## src/rtl/prv32_lsu.sv

```systemverilog
// Load/store unit between execute and data memory: one request/ack bus transaction per access,
// lane steering for stores, extraction and extension for loads, misalign/timeout exception pulses.
module prv32_lsu #(
    parameter int unsigned TIMEOUT = 255
) (
    input  logic        clk,
    input  logic        rst_n,
    input  logic        req_valid,
    output logic        req_ready,
    input  logic        req_we,
    input  logic [2:0]  req_funct3,
    input  logic [31:0] req_addr,
    input  logic [31:0] req_wdata,
    input  logic [4:0]  req_rd,
    output logic        mem_req,
    output logic        mem_we,
    output logic [31:0] mem_addr,
    output logic [3:0]  mem_wstrb,
    output logic [31:0] mem_wdata,
    input  logic [31:0] mem_rdata,
    input  logic        mem_ack,
    output logic        done,
    output logic        wb_we,
    output logic [4:0]  wb_rd,
    output logic [31:0] wb_data,
    output logic        exc_misaligned,
    output logic        exc_bus,
    output logic [31:0] exc_addr
);

    // state | meaning
    // IDLE  | ready for a new request
    // BUSY  | bus request outstanding, waiting for ack or timeout
    // RESP  | one-cycle completion: done plus writeback or exception
    localparam logic [1:0] S_IDLE = 2'd0;
    localparam logic [1:0] S_BUSY = 2'd1;
    localparam logic [1:0] S_RESP = 2'd2;

    localparam logic [15:0] TO_LAST = 16'(TIMEOUT - 1);

    logic [1:0]  state_q, state_d;
    logic [31:0] addr_q, addr_d;
    logic        we_q, we_d;
    logic [2:0]  f3_q, f3_d;
    logic [4:0]  rd_q, rd_d;
    logic [15:0] cnt_q, cnt_d;
    logic        mem_req_q, mem_req_d;
    logic        mem_we_q, mem_we_d;
    logic [31:0] mem_addr_q, mem_addr_d;
    logic [3:0]  mem_wstrb_q, mem_wstrb_d;
    logic [31:0] mem_wdata_q, mem_wdata_d;
    logic        done_q, done_d;
    logic        wb_we_q, wb_we_d;
    logic [4:0]  wb_rd_q, wb_rd_d;
    logic [31:0] wb_data_q, wb_data_d;
    logic        exc_mis_q, exc_mis_d;
    logic        exc_bus_q, exc_bus_d;
    logic [31:0] exc_addr_q, exc_addr_d;

    logic        req_misaligned;
    logic [3:0]  req_wstrb;
    logic [31:0] req_lanes;
    logic [31:0] rd_shifted;
    logic [31:0] load_data;

    always_comb begin
        req_misaligned = 1'b1;
        case (req_funct3)
            3'b000, 3'b100: req_misaligned = 1'b0;
            3'b001, 3'b101: req_misaligned = req_addr[0];
            3'b010:         req_misaligned = (req_addr[1:0] != 2'b00);
            default:        req_misaligned = 1'b1;
        endcase
    end

    always_comb begin
        req_wstrb = 4'b1111;
        req_lanes = req_wdata;
        case (req_funct3[1:0])
            2'b00: begin
                req_wstrb = 4'b0001 << req_addr[1:0];
                req_lanes = {4{req_wdata[7:0]}};
            end
            2'b01: begin
                req_wstrb = 4'b0011 << req_addr[1:0];
                req_lanes = {2{req_wdata[15:0]}};
            end
            default: begin
                req_wstrb = 4'b1111;
                req_lanes = req_wdata;
            end
        endcase
        if (!req_we) req_wstrb = 4'b0000;
    end

    always_comb begin
        rd_shifted = mem_rdata >> {addr_q[1:0], 3'b000};
        case (f3_q)
            3'b000:  load_data = {{24{rd_shifted[7]}}, rd_shifted[7:0]};
            3'b001:  load_data = {{16{rd_shifted[15]}}, rd_shifted[15:0]};
            3'b100:  load_data = {24'h0, rd_shifted[7:0]};
            3'b101:  load_data = {16'h0, rd_shifted[15:0]};
            default: load_data = rd_shifted;
        endcase
    end

    always_comb begin
        state_d     = state_q;
        addr_d      = addr_q;
        we_d        = we_q;
        f3_d        = f3_q;
        rd_d        = rd_q;
        cnt_d       = cnt_q;
        mem_req_d   = mem_req_q;
        mem_we_d    = mem_we_q;
        mem_addr_d  = mem_addr_q;
        mem_wstrb_d = mem_wstrb_q;
        mem_wdata_d = mem_wdata_q;
        wb_rd_d     = wb_rd_q;
        wb_data_d   = wb_data_q;
        exc_addr_d  = exc_addr_q;
        done_d      = 1'b0;
        wb_we_d     = 1'b0;
        exc_mis_d   = 1'b0;
        exc_bus_d   = 1'b0;
        case (state_q)
            S_IDLE: begin
                if (req_valid) begin
                    addr_d = req_addr;
                    we_d   = req_we;
                    f3_d   = req_funct3;
                    rd_d   = req_rd;
                    if (req_misaligned) begin
                        state_d    = S_RESP;
                        done_d     = 1'b1;
                        exc_mis_d  = 1'b1;
                        exc_addr_d = req_addr;
                    end else begin
                        state_d     = S_BUSY;
                        cnt_d       = 16'd0;
                        mem_req_d   = 1'b1;
                        mem_we_d    = req_we;
                        mem_addr_d  = {req_addr[31:2], 2'b00};
                        mem_wstrb_d = req_wstrb;
                        mem_wdata_d = req_lanes;
                    end
                end
            end
            S_BUSY: begin
                // ack on the terminal count still completes normally
                if (mem_ack) begin
                    state_d   = S_RESP;
                    mem_req_d = 1'b0;
                    mem_we_d  = 1'b0;
                    done_d    = 1'b1;
                    wb_we_d   = !we_q && (rd_q != 5'd0);
                    wb_rd_d   = rd_q;
                    if (!we_q) wb_data_d = load_data;
                end else if (cnt_q == TO_LAST) begin
                    state_d    = S_RESP;
                    mem_req_d  = 1'b0;
                    mem_we_d   = 1'b0;
                    done_d     = 1'b1;
                    exc_bus_d  = 1'b1;
                    exc_addr_d = addr_q;
                end else begin
                    cnt_d = cnt_q + 16'd1;
                end
            end
            S_RESP:  state_d = S_IDLE;
            default: state_d = S_IDLE;
        endcase
    end

    always_ff @(posedge clk or negedge rst_n) begin
        if (!rst_n) begin
            state_q     <= S_IDLE;
            addr_q      <= 32'h0;
            we_q        <= 1'b0;
            f3_q        <= 3'b000;
            rd_q        <= 5'd0;
            cnt_q       <= 16'd0;
            mem_req_q   <= 1'b0;
            mem_we_q    <= 1'b0;
            mem_addr_q  <= 32'h0;
            mem_wstrb_q <= 4'h0;
            mem_wdata_q <= 32'h0;
            done_q      <= 1'b0;
            wb_we_q     <= 1'b0;
            wb_rd_q     <= 5'd0;
            wb_data_q   <= 32'h0;
            exc_mis_q   <= 1'b0;
            exc_bus_q   <= 1'b0;
            exc_addr_q  <= 32'h0;
        end else begin
            state_q     <= state_d;
            addr_q      <= addr_d;
            we_q        <= we_d;
            f3_q        <= f3_d;
            rd_q        <= rd_d;
            cnt_q       <= cnt_d;
            mem_req_q   <= mem_req_d;
            mem_we_q    <= mem_we_d;
            mem_addr_q  <= mem_addr_d;
            mem_wstrb_q <= mem_wstrb_d;
            mem_wdata_q <= mem_wdata_d;
            done_q      <= done_d;
            wb_we_q     <= wb_we_d;
            wb_rd_q     <= wb_rd_d;
            wb_data_q   <= wb_data_d;
            exc_mis_q   <= exc_mis_d;
            exc_bus_q   <= exc_bus_d;
            exc_addr_q  <= exc_addr_d;
        end
    end

    assign req_ready      = (state_q == S_IDLE);
    assign mem_req        = mem_req_q;
    assign mem_we         = mem_we_q;
    assign mem_addr       = mem_addr_q;
    assign mem_wstrb      = mem_wstrb_q;
    assign mem_wdata      = mem_wdata_q;
    assign done           = done_q;
    assign wb_we          = wb_we_q;
    assign wb_rd          = wb_rd_q;
    assign wb_data        = wb_data_q;
    assign exc_misaligned = exc_mis_q;
    assign exc_bus        = exc_bus_q;
    assign exc_addr       = exc_addr_q;

endmodule

```

## config.mk

```make
export PLATFORM = sky130hd
export DESIGN_NAME = prv32_lsu
export DESIGN_NICKNAME = d
export VERILOG_FILES = /design/src/rtl/prv32_lsu.sv
export SDC_FILE = /design/constraint.sdc
export NUM_CORES = 1
export LEC_CHECK = 0
export CORE_ASPECT_RATIO = 0.75
export CORE_UTILIZATION = 44
export CTS_CLUSTER_DIAMETER = 40
export DETAILED_ROUTE_END_ITERATION = 8
export PLACE_DENSITY_LB_ADDON = 0.1
export SLEW_MARGIN = 10
export SYNTH_ARGS = -nofsm -noshare
export SYNTH_HDL_FRONTEND = slang
export SYNTH_SLANG_ARGS = --single-unit
```

## constraint.sdc

```tcl
create_clock -name clk -period 2.2 [get_ports clk]
set_clock_uncertainty 0.05 [all_clocks]
set_input_delay 0.22 -clock clk [delete_from_list [all_inputs] [get_ports clk]]
set_output_delay 0.22 -clock clk [all_outputs]
set_load 0.02 [all_outputs]
```

==> Implementation_results.wiki <==
{| class="wikitable"
! Metric !! Value
|-
| RSZ-0062 raised after global routing || no
|-
| Growth of design area from synthesis to finish || 40.8%
|-
| Chip Height || 127 µm
|-
| Layout cell share with drive strength beyond 1 || 0.247
|-
| DP Area || 12300 µm²
|-
| Cell at the root of the clock tree || clkbuf_16
|-
| Final Worst Setup Slack || 0.0970 ns
|-
| Drt first-iter violations || 481
|-
| Worst rel slew slack || 0.307
|-
| Ratio of total power to cell area || 1210 nW/µm²
|-
| Peak Freq || 0.476 GHz
|-
| Max capacitance violation total || 0
|-
| PortBufs || 250
|-
| Count of standard-cell rows || 45
|-
| Internal power contribution || just over 10 mW
|-
| Cell-by-cell listing of the critical path || nor4_2 -> nand4_1 -> o21ai_4 -> clkbuf_16 -> mux2_2
|-
| Type of element launching the critical path || flip-flop
|-
| Detail-routed via count per cell || 5.22
|-
| Relative contribution of combinational cells to total power || 0.431
|-
| Total number of clock tree sinks || 200
|-
| Tcrit/Tclk final || 0.956
|-
| Crit path arrival time || 2.37 ns
|-
| Number of hold-slack violations in the final timing report || 0
|-
| Area of the mapped netlist || 9150 µm²
|-
| Flip-flop cell with the highest count after synthesis || dfrtp_1
|-
| Non-filler instance count after layout || 1314
|-
| XOR/XNOR Fraction of Synth Area || 0
|-
| Worst setup startpoint || cnt_q[10]$_DFFE_PN0P_
|-
| Total net switching power || 5.50 mW
|-
| Worst-path cell with the longest stage delay || nor4_2
|-
| Final layout net count || 1130
|-
| Area fraction in compound gates after synthesis || 0.0901
|-
| Area taken by flip-flops and latches || around 5000 µm²
|-
| Critical Path Max Stage Delay || 0.41 ns
|-
| Total instance count after detailed placement || about 1300
|-
| Inserted Diodes || 0
|-
| Placeable core region || slightly above 20000 µm²
|-
| Worst Tran Pin Value || a little over 1 ns
|-
| Post-synthesis sequential area ratio || 0.547
|-
| Critical path class || flip-flop to flip-flop
|-
| Maximum fanout count along the critical path || 12
|-
| Number of primary I/O pins || 253
|-
| Clock buffers created by TritonCTS || 17
|-
| Number of slew-limit violations in the final report || 0
|-
| Proportion of synthesized area in mux cells || 0.245
|-
| Via count of the routed design || 6863
|-
| Syn avg cell area || 12.4 µm²
|-
| Final instance area || 12900 µm²
|-
| Length of the first detailed-routing pass in iterations || 5
|-
| Antenna-violating nets left || 0
|-
| Leakage component of the power || 5.50 nW
|-
| Largest net degree at the start of global routing || between 70 and 80
|-
| Routed Wire Length || 23600 µm
|-
| Sequential Power Share || 0.374
|-
| Clock period minus final worst setup slack || 2.10 ns
|-
| Number of unique standard cell types used by synthesis || between 50 and 60
|-
| Data required time of the worst path || roughly 2.5 ns
|-
| Clock latency on the worst-skew pair || 0.43 ns
|-
| Aggregate global-route resource usage || 0.226
|-
| Simple-Gate Fraction of Synth Area || 0.0863
|-
| Vias in the first global route || 6725
|-
| Number of antenna violations at the first check in global routing || 0
|-
| Number of flops mapped to enable cells by yosys || 0
|-
| Switching share of power || 0.353
|-
| Setup violation total in the final timing report || 0
|-
| H-Tree Depth || 4
|-
| CP endpoint kind || flip-flop
|-
| Buffer levels on the longest clock path || 2
|-
| Remaining global-route overflow || 0
|-
| Share of synthesized registers carrying an async set or reset || 1.00
|-
| Initial Util || 0.450
|-
| Die width || ~170 µm
|-
| Class of the most critical hold timing path || input port to asynchronous set/reset pin
|-
| IR Drop Worst-Case VDD || 0.000556 V
|-
| CTS tree || done
|-
| Status || finished, final reports clean
|-
| Residual DRC || 0
|-
| Post-Place Worst Slack || -0.00926 ns
|-
| Full die area || about 21000 µm²
|-
| Half-perimeter wire length of the detailed placement result || 16900 µm
|-
| Dominant combinational cell family by area after synthesis || multiplexers
|-
| Post-Synth Adder-Cell Area || 0.00273
|-
| Wire length per cell after detailed routing || about 18 µm
|-
| Fillers || 1639
|-
| Number of register bits inferred by synthesis || 200
|-
| Clk network pwr share || 0.195
|-
| Global-route wire length before repair || 37600 µm
|-
| Synthesized netlist cell count || 740
|-
| Area of the multi-input gates || 3930 µm²
|-
| Final RePlAce weighted congestion || 0.892
|-
| Clock Pin Slew Worst Setup and Hold Paths || 0.08 ns
|-
| Source of the worst register-to-register timing path || cnt_q[10]$_DFFE_PN0P_
|-
| Yosys warning count || 0
|}
-- power groups by stage --
| stage | sequential [mW] | combinational (mW) | clock, mW |
|---|---|---|---|
| 6_report | 5.83 | 6.71 | 3.03 |
| 3_5_place_dp | 5.89 | 6.71 | 0 |
| 5_1_grt | 6.02 | 7.15 | 3.26 |
| 3_3_place_gp | 5.85 | 6.65 | 0 |
| 2_1_floorplan | 7.12 | 2.15 | 0 |
| 4_1_cts | 5.84 | 6.75 | 3.09 |
-- routing by layer --
layer	up-vias	global-route usage	part of all wire
met1	3416	0.339	0.50
met2	194	0.329	0.44
met3	21	0.0527	0.056
li1	3232	-	-
met4	0	0.0556	0.011
met5	-	0	0
-- cell families after synthesis --
kind of cell               Yosys count
DFF                                200
muxes                              198
and+or+nand+nor                    156
AOI/OAI and AO/OA                  130
buffers and inverters               53
adders and majority gates            2
other                                1
-- stage by stage --
stage	setup TNS, ns	power (mW)	hold slack [ns]	util
3_3_place_gp	0	12.5	0.135	0.603
5_1_grt	0	16.4	0.236	0.634
2_1_floorplan	0	9.27	-0.126	-
6_report	0	15.6	0.224	0.634
3_5_place_dp	-0.0346	12.6	0.130	0.603
4_1_cts	0	15.7	0.227	0.631
-- cell usage in the layout, fill, tap and decap left out, types with 14 or more instances in the layout --
master	netlist	layout
buf_4	2	48
nor2_1	39	39
nand2_1	42	42
o21ai_0	47	47
clkdlybuf4s50_1	0	248
and2_1	16	16
mux2_4	14	14
dfrtp_1	200	199
mux2_2	141	141
a21oi_1	31	31
clkbuf_16	0	18
o22a_1	18	18
mux2i_1	42	42
-- registers in the layout, indices dropped and copies added, names as in the netlist, 2 cells and up --
name and flops:
mem_wdata 32, exc_addr 32, addr_q 32, rd_q 5
state_q 2, cnt_q 16, wb_rd 5, mem_addr 30
mem_wstrb 4, f3_q 3, wb_data 32
-- critical path: cells and delay by family, from the launching register on --
kind                   cells  cell delay (ns)
and+or+nand+nor            2             0.65
DFF                        1             0.40
muxes                      1             0.33
AOI/OAI and AO/OA          1             0.32
buffers and inverters      1             0.24
-- Yosys cell counts (2+ instances only) --
cell type | count | area share
and2_1 | 16 | 0.011
nand3b_1 | 2 | 0.0016
dfrtp_1 | 200 | 0.55
a211oi_1 | 7 | 0.0057
o21ai_0 | 47 | 0.026
clkbuf_1 | 23 | 0.0094
a21o_1 | 2 | 0.0016
a21oi_1 | 31 | 0.017
ha_1 | 2 | 0.0027
a41oi_1 | 3 | 0.0029
nor2_1 | 39 | 0.016
nand4_1 | 6 | 0.0041
inv_1 | 5 | 0.0021
mux2i_1 | 42 | 0.046
nor4_1 | 4 | 0.0027
buf_1 | 7 | 0.0029
nor3_1 | 3 | 0.0016
a211o_1 | 3 | 0.0029
and3_1 | 6 | 0.0041
o21a_1 | 2 | 0.0016
o22a_1 | 18 | 0.017
buf_2 | 9 | 0.0049
nand2_1 | 42 | 0.017
or2_2 | 2 | 0.0014
mux2_4 | 14 | 0.023
buf_6 | 6 | 0.0074
nand3_1 | 11 | 0.0060
nor2b_1 | 11 | 0.0075
mux2_2 | 141 | 0.17
buf_4 | 2 | 0.0016
a31oi_1 | 6 | 0.0041
or4_1 | 3 | 0.0025
-- area by class of cell --
| type | count | area share |
|---|---|---|
| Sequential cell | 200 | 0.388 |
| Inverter | 6 | 0.00175 |
| Clock inverter | 14 | 0.0103 |
| Tap cell | 282 | 0.0274 |
| Clock buffer | 18 | 0.0333 |
| Timing Repair Buffer | 306 | 0.234 |
| Multi-Input combinational cell | 488 | 0.305 |
-- path summary, 6_finish.rpt --
| kind | endpoint | slack (ns) | cells past startpoint |
|---|---|---|---|
| min | mem_wdata[17]$_DFFE_PN0P_ | 0.22 | 2 |
| max | exc_addr[3]$_DFFE_PN0P_ | 0.1 | 5 |
| max in group asynchronous | addr_q[31]$_DFFE_PN0P_ | 1.14 | 3 |
| max reg2reg | exc_addr[3]$_DFFE_PN0P_ | 0.1 | 5 |
| min in group clk | mem_wdata[23]$_DFFE_PN0P_ | 0.37 | 3 |
| min reg2reg | mem_wdata[15]$_DFFE_PN0P_ | 0.43 | 2 |
-- repair_timing --
action / in CTS / in global routing
hold buffers: 1 / 0
cloned: 0 / 1
endpoints found under the setup margin: 28 / 32
pin swaps: 0 / 3
gates resized for setup: 1 / 4
setup buffers: 0 / 1
endpoints found under the hold margin: 41 / 0
(Power assumes the default switching activity.)
